==> config.mk <==
export PLATFORM = sky130hd
export DESIGN_NAME = mmio_io_hub
export DESIGN_NICKNAME = d
export VERILOG_FILES = /design/src/rtl/mmio_io_hub.sv
export SDC_FILE = /design/constraint.sdc
export NUM_CORES = 1
export LEC_CHECK = 0
export CELL_PAD_IN_SITES_DETAIL_PLACEMENT = 1
export CELL_PAD_IN_SITES_GLOBAL_PLACEMENT = 1
export CORE_MARGIN = 2
export CORE_UTILIZATION = 41
export DETAILED_ROUTE_END_ITERATION = 8
export MAX_ROUTING_LAYER = met4
export PLACE_DENSITY = 0.88
export SLEW_MARGIN = 20
export SYNTH_ARGS = -nofsm -noshare
export SYNTH_HDL_FRONTEND = slang
export SYNTH_SLANG_ARGS = --single-unit
==> constraint.sdc <==
create_clock -name clk -period 7.41 [get_ports clk]
set_input_delay 1.1115 -clock clk [delete_from_list [all_inputs] [get_ports clk]]
set_output_delay 1.1115 -clock clk [all_outputs]
set_load 0.03 [all_outputs]
==> src/rtl/mmio_io_hub.sv <==
// mmio_io_hub -- memory-mapped peripheral hub on the CPU data port.
// Switch banks, LED banks, a 7-seg register, button press capture and a
// keyboard FIFO, all behind a registered (1-cycle latency) read port.
// Build option: define MMIO_TIMER_EN to add a free-running cycle counter
// (0x98), a compare register (0x9C) and the timer_irq output.
module mmio_io_hub #(
  parameter int SW_NUM   = 3,
  parameter int SW_W     = 8,
  parameter int LED_NUM  = 2,
  parameter int LED_W    = 8,
  parameter int BTN_NUM  = 5,
  parameter int KB_DEPTH = 8
) (
  input  logic                     clk,
  input  logic                     rst,
  input  logic                     sel,
  input  logic [7:0]               addr,
  input  logic                     rd_en,
  input  logic                     wr_en,
  input  logic [31:0]              wdata,
  input  logic [3:0]               wstrb,
  output logic [31:0]              rdata,
  output logic                     rvalid,
  output logic                     addr_err,
  input  logic [SW_NUM*SW_W-1:0]   switches,
  input  logic [BTN_NUM-1:0]       btn,
  input  logic                     kb_valid,
  input  logic [3:0]               kb_code,
  output logic [LED_NUM*LED_W-1:0] led_out,
  output logic [31:0]              seg_out,
  output logic                     kb_irq
`ifdef MMIO_TIMER_EN
  ,
  output logic                     timer_irq
`endif
);

  localparam int PTR_W = (KB_DEPTH > 1) ? $clog2(KB_DEPTH) : 1;
  localparam int CNT_W = PTR_W + 1;

  localparam logic [7:0] OFF_LED_BASE  = 8'h40;
  localparam logic [7:0] OFF_BTN_RAW   = 8'h80;
  localparam logic [7:0] OFF_BTN_PRESS = 8'h84;
  localparam logic [7:0] OFF_SEG       = 8'h88;
  localparam logic [7:0] OFF_KB_STAT   = 8'h8C;
  localparam logic [7:0] OFF_KB_POP    = 8'h90;
`ifdef MMIO_TIMER_EN
  localparam logic [7:0] OFF_TMR_CNT   = 8'h98;
  localparam logic [7:0] OFF_TMR_CMP   = 8'h9C;
`endif

  // Byte-lane merge: strobed bytes take the new data, others keep the old.
  function automatic logic [31:0] apply_strb(input logic [31:0] cur,
                                             input logic [31:0] nxt,
                                             input logic [3:0]  strb);
    logic [31:0] res;
    res = cur;
    for (int b = 0; b < 4; b++)
      if (strb[b]) res[8*b +: 8] = nxt[8*b +: 8];
    return res;
  endfunction

  // Access decode; addr[1:0] carries no information for word accesses.
  logic [7:0] off;
  logic       acc, wr, rd;
  logic       unused_addr_bits;
  assign off              = {addr[7:2], 2'b00};
  assign acc              = sel & (rd_en | wr_en);
  assign wr               = sel & wr_en;
  assign rd               = sel & rd_en & ~wr_en;
  assign unused_addr_bits = ^addr[1:0];

  // State
  logic [LED_W-1:0]   led_q [LED_NUM];
  logic [31:0]        seg_q;
  logic [BTN_NUM-1:0] btn_q, btn_press;
  logic [3:0]         kb_mem [KB_DEPTH];
  logic [PTR_W-1:0]   kb_rd_ptr, kb_wr_ptr;
  logic [CNT_W-1:0]   kb_count, kb_count_next;
  logic               kb_ovf;
`ifdef MMIO_TIMER_EN
  logic [31:0]        tmr_cnt, tmr_cmp;
`endif

  logic kb_empty, kb_full, kb_pop, kb_push, kb_drop;
  assign kb_empty = (kb_count == '0);
  assign kb_full  = (kb_count == CNT_W'(KB_DEPTH));
  assign kb_pop   = rd && (off == OFF_KB_POP) && !kb_empty;
  // A pop in the same cycle frees the slot the push needs.
  assign kb_push  = kb_valid && (!kb_full || kb_pop);
  assign kb_drop  = kb_valid && !kb_push;

  // Address map lookup: mapped flag and read value for the current offset.
  logic        mapped;
  logic [31:0] rd_val;
  always_comb begin
    // NOTE: every output of a combinational block gets a default first,
    // so no path through the block can leave it unassigned (no latch).
    mapped = 1'b0;
    rd_val = '0;
    for (int i = 0; i < SW_NUM; i++)
      if (off == 8'(4 * i)) begin
        mapped = 1'b1;
        rd_val = 32'(switches[i*SW_W +: SW_W]);
      end
    for (int i = 0; i < LED_NUM; i++)
      if (off == OFF_LED_BASE + 8'(4 * i)) begin
        mapped = 1'b1;
        rd_val = 32'(led_q[i]);
      end
    case (off)
      OFF_BTN_RAW:   begin mapped = 1'b1; rd_val = 32'(btn);       end
      OFF_BTN_PRESS: begin mapped = 1'b1; rd_val = 32'(btn_press); end
      OFF_SEG:       begin mapped = 1'b1; rd_val = seg_q;          end
      OFF_KB_STAT: begin
        mapped = 1'b1;
        rd_val = {20'b0, 8'(kb_count), 1'b0, kb_ovf, kb_full, kb_empty};
      end
      OFF_KB_POP: begin
        mapped = 1'b1;
        rd_val = kb_empty ? 32'h0 : {23'b0, 1'b1, 4'b0, kb_mem[kb_rd_ptr]};
      end
`ifdef MMIO_TIMER_EN
      OFF_TMR_CNT:   begin mapped = 1'b1; rd_val = tmr_cnt; end
      OFF_TMR_CMP:   begin mapped = 1'b1; rd_val = tmr_cmp; end
`endif
      default: ;
    endcase
  end

  // Registered read response and unmapped-access pulse.
  always_ff @(posedge clk or posedge rst) begin
    // NOTE: state registers use non-blocking assignment so every flop
    // samples pre-edge values regardless of statement order.
    if (rst) begin
      rvalid   <= 1'b0;
      addr_err <= 1'b0;
      rdata    <= '0;
    end else begin
      rvalid   <= rd;
      addr_err <= acc & ~mapped;
      if (rd) rdata <= rd_val;
    end
  end

  // LED and 7-seg write registers with byte enables.
  always_ff @(posedge clk or posedge rst) begin
    if (rst) begin
      for (int i = 0; i < LED_NUM; i++) led_q[i] <= '0;
      seg_q <= '0;
    end else if (wr) begin
      for (int i = 0; i < LED_NUM; i++)
        if (off == OFF_LED_BASE + 8'(4 * i))
          led_q[i] <= LED_W'(apply_strb(32'(led_q[i]), wdata, wstrb));
      if (off == OFF_SEG) seg_q <= apply_strb(seg_q, wdata, wstrb);
    end
  end

  // Flatten LED banks onto the output bus.
  always_comb begin
    led_out = '0;
    for (int i = 0; i < LED_NUM; i++) led_out[i*LED_W +: LED_W] = led_q[i];
  end
  assign seg_out = seg_q;

  // Button rise capture; a fresh edge survives a clearing read.
  always_ff @(posedge clk or posedge rst) begin
    if (rst) begin
      btn_q     <= '0;
      btn_press <= '0;
    end else begin
      btn_q     <= btn;
      btn_press <= ((rd && off == OFF_BTN_PRESS) ? '0 : btn_press) | (btn & ~btn_q);
    end
  end

  // FIFO occupancy after this edge, used for the registered interrupt.
  always_comb begin
    kb_count_next = kb_count;
    if (kb_push && !kb_pop)      kb_count_next = kb_count + CNT_W'(1);
    else if (!kb_push && kb_pop) kb_count_next = kb_count - CNT_W'(1);
  end

  // Keyboard FIFO pointers, count, overflow flag and interrupt.
  always_ff @(posedge clk or posedge rst) begin
    if (rst) begin
      kb_rd_ptr <= '0;
      kb_wr_ptr <= '0;
      kb_count  <= '0;
      kb_ovf    <= 1'b0;
      kb_irq    <= 1'b0;
    end else begin
      if (kb_pop)  kb_rd_ptr <= kb_rd_ptr + PTR_W'(1);
      if (kb_push) kb_wr_ptr <= kb_wr_ptr + PTR_W'(1);
      kb_count <= kb_count_next;
      kb_ovf   <= ((rd && off == OFF_KB_STAT) ? 1'b0 : kb_ovf) | kb_drop;
      kb_irq   <= (kb_count_next != '0);
    end
  end

  // Keyboard FIFO storage.
  always_ff @(posedge clk) begin
    // NOTE: storage has no reset; the pointers and count define which
    // entries are live, so clearing them is enough to discard contents.
    if (kb_push) kb_mem[kb_wr_ptr] <= kb_code;
  end

`ifdef MMIO_TIMER_EN
  // Free-running cycle counter (loadable) and compare register.
  always_ff @(posedge clk or posedge rst) begin
    if (rst) begin
      tmr_cnt <= '0;
      tmr_cmp <= '0;
    end else begin
      if (wr && off == OFF_TMR_CNT) tmr_cnt <= apply_strb(tmr_cnt, wdata, wstrb);
      else                          tmr_cnt <= tmr_cnt + 32'd1;
      if (wr && off == OFF_TMR_CMP) tmr_cmp <= apply_strb(tmr_cmp, wdata, wstrb);
    end
  end

  assign timer_irq = (tmr_cnt >= tmr_cmp) && (tmr_cmp != '0);
`endif

endmodule
==> results of run 1 <==
## final cells by class
cell class                 instances  share of cell area [%]
sequential                       136                    42.7
multi-input combinational        320                    27.2
timing repair buffer             167                    19.9
clock buffer                      25                    5.95
tap                              184                    2.76
clock inverter                     6                    1.06
inverter                           9                   0.435
## layout by cell type, fill, tap and decap left out, types with 4 or more instances in the layout
master and instances:
ha_1 5, nor3_1 4, mux2_2 48, dfrtp_1 104, a32oi_1 4, mux2i_1 12
clkbuf_1 5, nand2_1 78, clkbuf_16 18, nand4_1 6, o21ai_0 16, a2bb2oi_1 4
a21oi_1 8, nor2_1 21, clkdlybuf4s50_1 163, mux4_2 8, edfxtp_1 32, xnor2_1 5
a221oi_1 6, inv_1 7, a31oi_1 5, nand3_1 40
## worst paths after layout
path                        startpoint           end  slack, ns  cells past startpoint
setup / recovery                   sel  kb_mem[0][3]       3.21                      7
max in group asynchronous          rst     rdata[19]       5.37                      3
hold reg to reg               btn_q[0]  btn_press[0]       0.43                      1
min in group asynchronous          rst    seg_out[7]       1.01                      2
setup reg to reg           kb_count[0]        kb_irq       4.45                      7
hold / removal                btn_q[0]  btn_press[0]       0.43                      1
## kinds of logic (layout without fill, tap and decap cells)
logic type                 after synthesis  after routing
buffers and inverters                   38            207
adders and majority gates                5              5
and+or+nand+nor                        182            182
xor gates and xnor gates                 6              6
AOI/OAI and AO/OA                       59             59
muxes                                   68             68
DFF                                    136            136
## worst max-delay path, stage by stage
cell and delay [ns]:
clkdlybuf4s50_1 0.67, nand3b_4 0.42, clkinv_1 0.17, buf_4 0.41, and4_1 0.46, o21ai_1 0.24
nor4_1 0.73
## layer usage
metal	up-vias	part of all wire, %
li1	2113	-
met1	2446	39
met2	168	54
met3	32	5.6
met4	0	2.2
met5	-	0
## sequential cells by signal, indices dropped and copies added, names as in the netlist
name       cells
kb_ovf         1
btn_q          5
addr_err       1
kb_rd_ptr      3
btn_press      5
seg_out       32
led_out       16
rdata         32
kb_irq         1
kb_mem        32
rvalid         1
kb_wr_ptr      3
kb_count       4
## power by group
part	internal, mW	switching, mW	leakage [nW]
Sequential	0.842	0.0694	1.65
Clock	0.531	0.304	0.279
Combinational	0.158	0.195	1.64
Total	1.53	0.569	3.58
## cell usage after synthesis (3+ instances only)
| cell type | count | area (um^2) |
|---|---|---|
| a2bb2oi_1 | 4 | 35.0 |
| nor4b_1 | 3 | 26.3 |
| ha_1 | 5 | 62.6 |
| a31oi_1 | 5 | 31.3 |
| inv_1 | 8 | 30.0 |
| a32oi_1 | 4 | 35.0 |
| a21oi_1 | 8 | 40.0 |
| edfxtp_1 | 32 | 961 |
| mux2i_1 | 12 | 120 |
| dfrtp_1 | 104 | 2600 |
| a221oi_1 | 6 | 52.6 |
| nand4_2 | 3 | 37.5 |
| nor3_1 | 4 | 20.0 |
| xnor2_1 | 5 | 43.8 |
| nor2_1 | 21 | 78.8 |
| nand2_1 | 78 | 293 |
| and3_1 | 3 | 18.8 |
| o211ai_1 | 3 | 22.5 |
| mux4_2 | 8 | 180 |
| clkbuf_1 | 19 | 71.3 |
| nand3_1 | 40 | 200 |
| o21ai_0 | 16 | 80.1 |
| nor3b_1 | 3 | 22.5 |
| and2_1 | 3 | 18.8 |
| buf_2 | 8 | 40.0 |
| mux2_2 | 48 | 541 |
| nand4_1 | 6 | 37.5 |
## through the flow
step / hold WS [ns] / setup slack [ns] / util [%] / power [mW] / area (um^2)
6_report: 0.431 / 3.21 / 58.1 / 2.10 / 8350
5_1_grt: 0.435 / 3.07 / 58.1 / 2.18 / 8350
4_1_cts: 0.433 / 3.21 / 58.0 / 2.12 / 8340
3_5_place_dp: 0.420 / 2.79 / 54.0 / 1.27 / 7750
3_3_place_gp: 0.406 / 2.98 / 54.0 / 1.25 / 7750
2_1_floorplan: 0.400 / 3.57 / - / 1.10 / 5980
==> out/qor.csv, run 1 <==
metric,value,unit
CP required,7.46,ns
RSZ-0062 raised after global routing,false,
worst vdd ir,195,uV
CTS clock-pin slew for the worst setup and hold paths,0.06,ns
gr usage total,26.1,%
initial drt markers,225,
postcts setup bufs,0,
fin cells,847,
Slew Limit Headroom,41.3,%
post-synthesis sequential area ratio,59.6,%
Worst Tran Pin Value,0.873,ns
Die X,125,um
# DRC,0,
Final GP Congestion,0.826,
DP Cell Count,816,
max frequency,0.238,GHz
Pleak,3.58,nW
main combinational cell family by area after synthesis,simple AND/OR/NAND/NOR gates,
boundary pin count,166,
Initial Utilization,41.6,%
average vias per placed instance,5.62,
fraction of the mapped netlist area in adder cells,1.05,%
met1 Use GR,30.0,%
status,finished clean,
grt met3 use,6.79,%
crit path capture type,flop,
vias in the first global route,5277,
mux share of post-synthesis cell area,14.1,%
maximum clock insertion buffer count,2,
post-DP HPWL,13.1,mm
Post-synth EDFFs,32,
global-route wire length before repair,30.4,mm
Ant. Diodes,0,
Top Usage Layer GRT,met2,
"wirelength, routed",19.2,mm
Setup TNS Final,0,ns
PortBufs,163,
Critical Path AT,4.25,ns
Ys Warns,0,
CTS buffer count,17,
Hold Buf Count CTS,0,
Final nets,739,
CTS tree,yes,
count of final setup violators,0,
share of cells above drive strength 1,14.3,%
Post-DRT Antenna Nets,0,
Mapped Avg Cell Area,12.1,um^2
Via Count,4759,
Mapped Cells,494,
Synth Area in XOR/XNOR,0.879,%
Hold Path Class,reg2reg,
DIE AREA,0.0156,mm^2
area of the multi-input gates,0.00227,mm^2
post-synthesis simple-gate area fraction,15.0,%
Final period util,56.7,%
flip-flop and latch area,0.00356,mm^2
DR pass1 iterations,4,
post-cts resize count,0,
"FF+latch count, synth",136,
M2 GR Usage,44.5,%
pin count of the biggest net entering global routing,83,
fin crit period,4.20,ns
synthesis-to-finish area growth,39.6,%
initial antenna violation count,0,
Fin Clk Skew,0.00764,ns
max-slew violation total from the final report,0,
Pwr per Cell Area,252,mW/mm^2
WS Path Type,in2reg,
Final Hold Vio Count,0,
GRT overflow,0,
top_reg_cell synth,dfrtp_1,
insertion delay to the later sink of the worst-skew pair,0.42,ns
Die Span Y,125,um
"FFs w/ async S/R, synth",76.5,%
Synth Area in Compound Gates,6.78,%
Mapped Area,0.00598,mm^2
crit path launch type,input port,
Wirelength per Cell,22.6,um
Crit Path Max Fanout,35,
core area,0.0144,mm^2
H-tree level count,4,
Clock Root Buffer,clkbuf_16,
Rows,44,
FILL cells,1446,
Sink Count,136,
post-synth cell types,54,
syn nets,582,
Max-Cap Viols,0,
No activity file was read; power rests on OpenSTA's default activity.
==> inputs of run 2 (changes only) <==
CORE_UTILIZATION = 34   (was 41)
PLACE_DENSITY = 0.78   (was 0.88)
clock period = 3.8 ns   (was 7.41 ns; I/O delays follow)
==> run 2 against run 1 <==
  * Flip-flop and latch count stayed put
  * Via count is 1.6% lower
  * Die area is 20% higher
  * Clock power is 100% higher
  * Critical path depth is 2 lower
  * Worst hold slack worse by 0.0084 ns
  * Global-route usage is 5.7 points lower
  * Non-clock buffer count is 8 higher
  * Final cell count is 6.0% higher
  * Clock skew is 0.0023 ns higher
  * Utilization is 8.9 points lower
  * Final area is 1.7% higher
  * Largest cell class unchanged
  * Highest routed layer unchanged
==> out/qor.csv, run 2 (synthesis gave the netlist of run 1 again) <==
metric,value,unit,change
boundary pin count,166,,unchanged
average vias per placed instance,5.21,,-7.2%
CP required,3.86,ns,-3.60 ns
worst r2r src,kb_count[0],,
Sink Count,136,,unchanged
Critical Path Stages,5,,-2
Initial Utilization,34.7,%,-6.9 points
status,finished clean,,
DIE AREA,0.0187,mm^2,+20%
crit path capture type,flop,,
Wirelength per Cell,19.9,um,-12%
Critical Path End,kb_mem[2][2],,
Hold Buf Count CTS,0,,unchanged
max frequency,0.332,GHz,
Net Sw Frac,28.3,%,+1.2 points
CTS buffer count,17,,unchanged
WS Path Type,in2reg,,
# DRC,0,,unchanged
Crit Path Max Fanout,7,,-80%
initial drt markers,143,,-36%
R2R depth,6,,-1
fin cells,898,,+6.0%
Critical Path AT,3.07,ns,-1.18 ns
post-cts resize count,0,,unchanged
core area,0.0172,mm^2,+20%
sequential share of power,42.6,%,-0.8 points
"commonest non-fill, non-tap cells in the layout","clkdlybuf4s50_1 (163), dfrtp_1 (104), nand2_1 (78), mux2_2 (48), nand3_1 (40)",,
Final GP Congestion,0.860,,+4.1%
share of cells above drive strength 1,16.1,%,+1.7 points
"wirelength, routed",17.9,mm,-6.6%
initial antenna violation count,0,,unchanged
Setup TNS Final,0,ns,unchanged
Die X,137,um,+9.5%
Final Cell Area,0.00849,mm^2,+1.7%
insertion delay to the later sink of the worst-skew pair,0.43,ns,about the same
FF-to-FF setup slack,1.07,ns,-3.38 ns
r2r endpoint,kb_mem[2][2],,
count of final setup violators,0,,unchanged
DP Cell Count,865,,+6.0%
Tot Pwr,4.15,mW,+97%
gr usage total,20.5,%,-5.7 points
internal power,2.97,mW,+94%
Pwr per Cell Area,488,mW/mm^2,+94%
final core utilization,49.2,%,-8.9 points
fin crit period,3.01,ns,
Post-DRT Antenna Nets,0,,unchanged
RSZ-0062 raised after global routing,false,,
postcts setup bufs,0,,unchanged
DR pass1 iterations,4,,unchanged
"Slowest-stage cell, CP",nor3_1,,
Fin Clk Skew,0.00996,ns,+0.00232 ns
vias in the first global route,5043,,-4.4%
pin count of the biggest net entering global routing,69,,-17%
Hold Path Class,reg2reg,,
Rows,48,,+9.1%
crit path launch type,input port,,
H-tree level count,4,,unchanged
GRT overflow,0,,unchanged
Final nets,747,,+1.1%
Logic pwr share,16.5,%,-0.3 points
Max-Cap Viols,0,,unchanged
global-route wire length before repair,28.0,mm,-7.9%
synthesis-to-finish area growth,42.0,%,
Final period util,79.2,%,
Clk network pwr share,40.9,%,+1.1 points
Post-Place Cell Area,0.00788,mm^2,+1.6%
Slew Limit Headroom,42.2,%,+0.86 points
CTS tree,yes,,
Via Count,4682,,-1.6%
Die Span Y,137,um,+9.5%
CP bufs+invs,1,,-2
max incr delay on CP,0.62,ns,-0.11 ns
worst vdd ir,367,uV,+88%
maximum clock insertion buffer count,2,,unchanged
Net Switching,1.17,mW,+110%
max-slew violation total from the final report,0,,unchanged
post-DP HPWL,13.0,mm,-0.73%
CTS clock-pin slew for the worst setup and hold paths,0.06,ns,about the same
Final Hold Vio Count,0,,unchanged
PortBufs,163,,unchanged
ordered cell list for the critical path,"clkdlybuf4s50_1, nor3b_1, and4_1, o21ai_1, nor3_1",,
"commonest non-fill, non-tap cell in the layout",clkdlybuf4s50_1,,
CP top delay family,simple AND/OR/NAND/NOR gates,,
CP Launch Point,addr[7],,
Worst Tran Pin Value,0.868,ns,-0.00481 ns
Clock Root Buffer,clkbuf_16,,
Pleak,3.63,nW,+1.6%
[run 2: cell count changes in the layout (fill, tap and decap cells not counted), sizes merged]
cell | previous run | this run
clkbuf | 25 | 18
diode | 0 | 1
inv | 8 | 15
clkinv | 3 | 4
buf | 4 | 12
[run 2: worst min-delay path by stage]
stage / startpoint / end / slack [ns] / cells after the start
after floorplan: btn_q[0] / btn_press[0] / 0.40 / 1
after global placement: btn_q[0] / btn_press[0] / 0.41 / 1
after detailed placement: btn_q[0] / btn_press[0] / 0.41 / 1
after CTS: btn_q[2] / btn_press[2] / 0.43 / 1
after global routing: btn_q[0] / btn_press[0] / 0.45 / 1
final: btn_q[4] / btn_press[4] / 0.42 / 1
[run 2: layout make-up]
class | instances | area (um^2)
multi-input cells | 320 | 2260
inverters | 9 | 36.3
clock buffers | 18 | 450
diodes | 1 | 2.50
fillers | 1791 | 8750
repair buffers | 175 | 1730
well taps | 225 | 282
clock inverters | 14 | 158
flip-flops and latches | 136 | 3560
[run 2: metrics by stage]
stage	worst slack [ns]	hold WS, ns
6_report	0.792	0.423
5_1_grt	0.565	0.453
4_1_cts	0.776	0.428
3_5_place_dp	0.355	0.411
3_3_place_gp	0.551	0.408
2_1_floorplan	0.498	0.400
[run 2: power groups by stage]
stage               clock [mW]  combinational, mW  sequential, mW
CTS                       1.73              0.693            1.77
finish                    1.70              0.683            1.77
global placement             0              0.657            1.78
detailed placement           0              0.685            1.79
floorplan                    0              0.308            1.84
global route              1.78              0.744            1.79
[run 2: routing by layer]
layer | share of wire (%) | routed length, um | up-vias | GRT usage [%]
met3 | 6.4 | 1140 | 20 | 4.52
li1 | - | - | 2139 | -
met2 | 51 | 9150 | 139 | 33.9
met1 | 41 | 7360 | 2384 | 24.6
met4 | 1.4 | 246 | 0 | 7.29
met5 | 0 | 0 | - | -
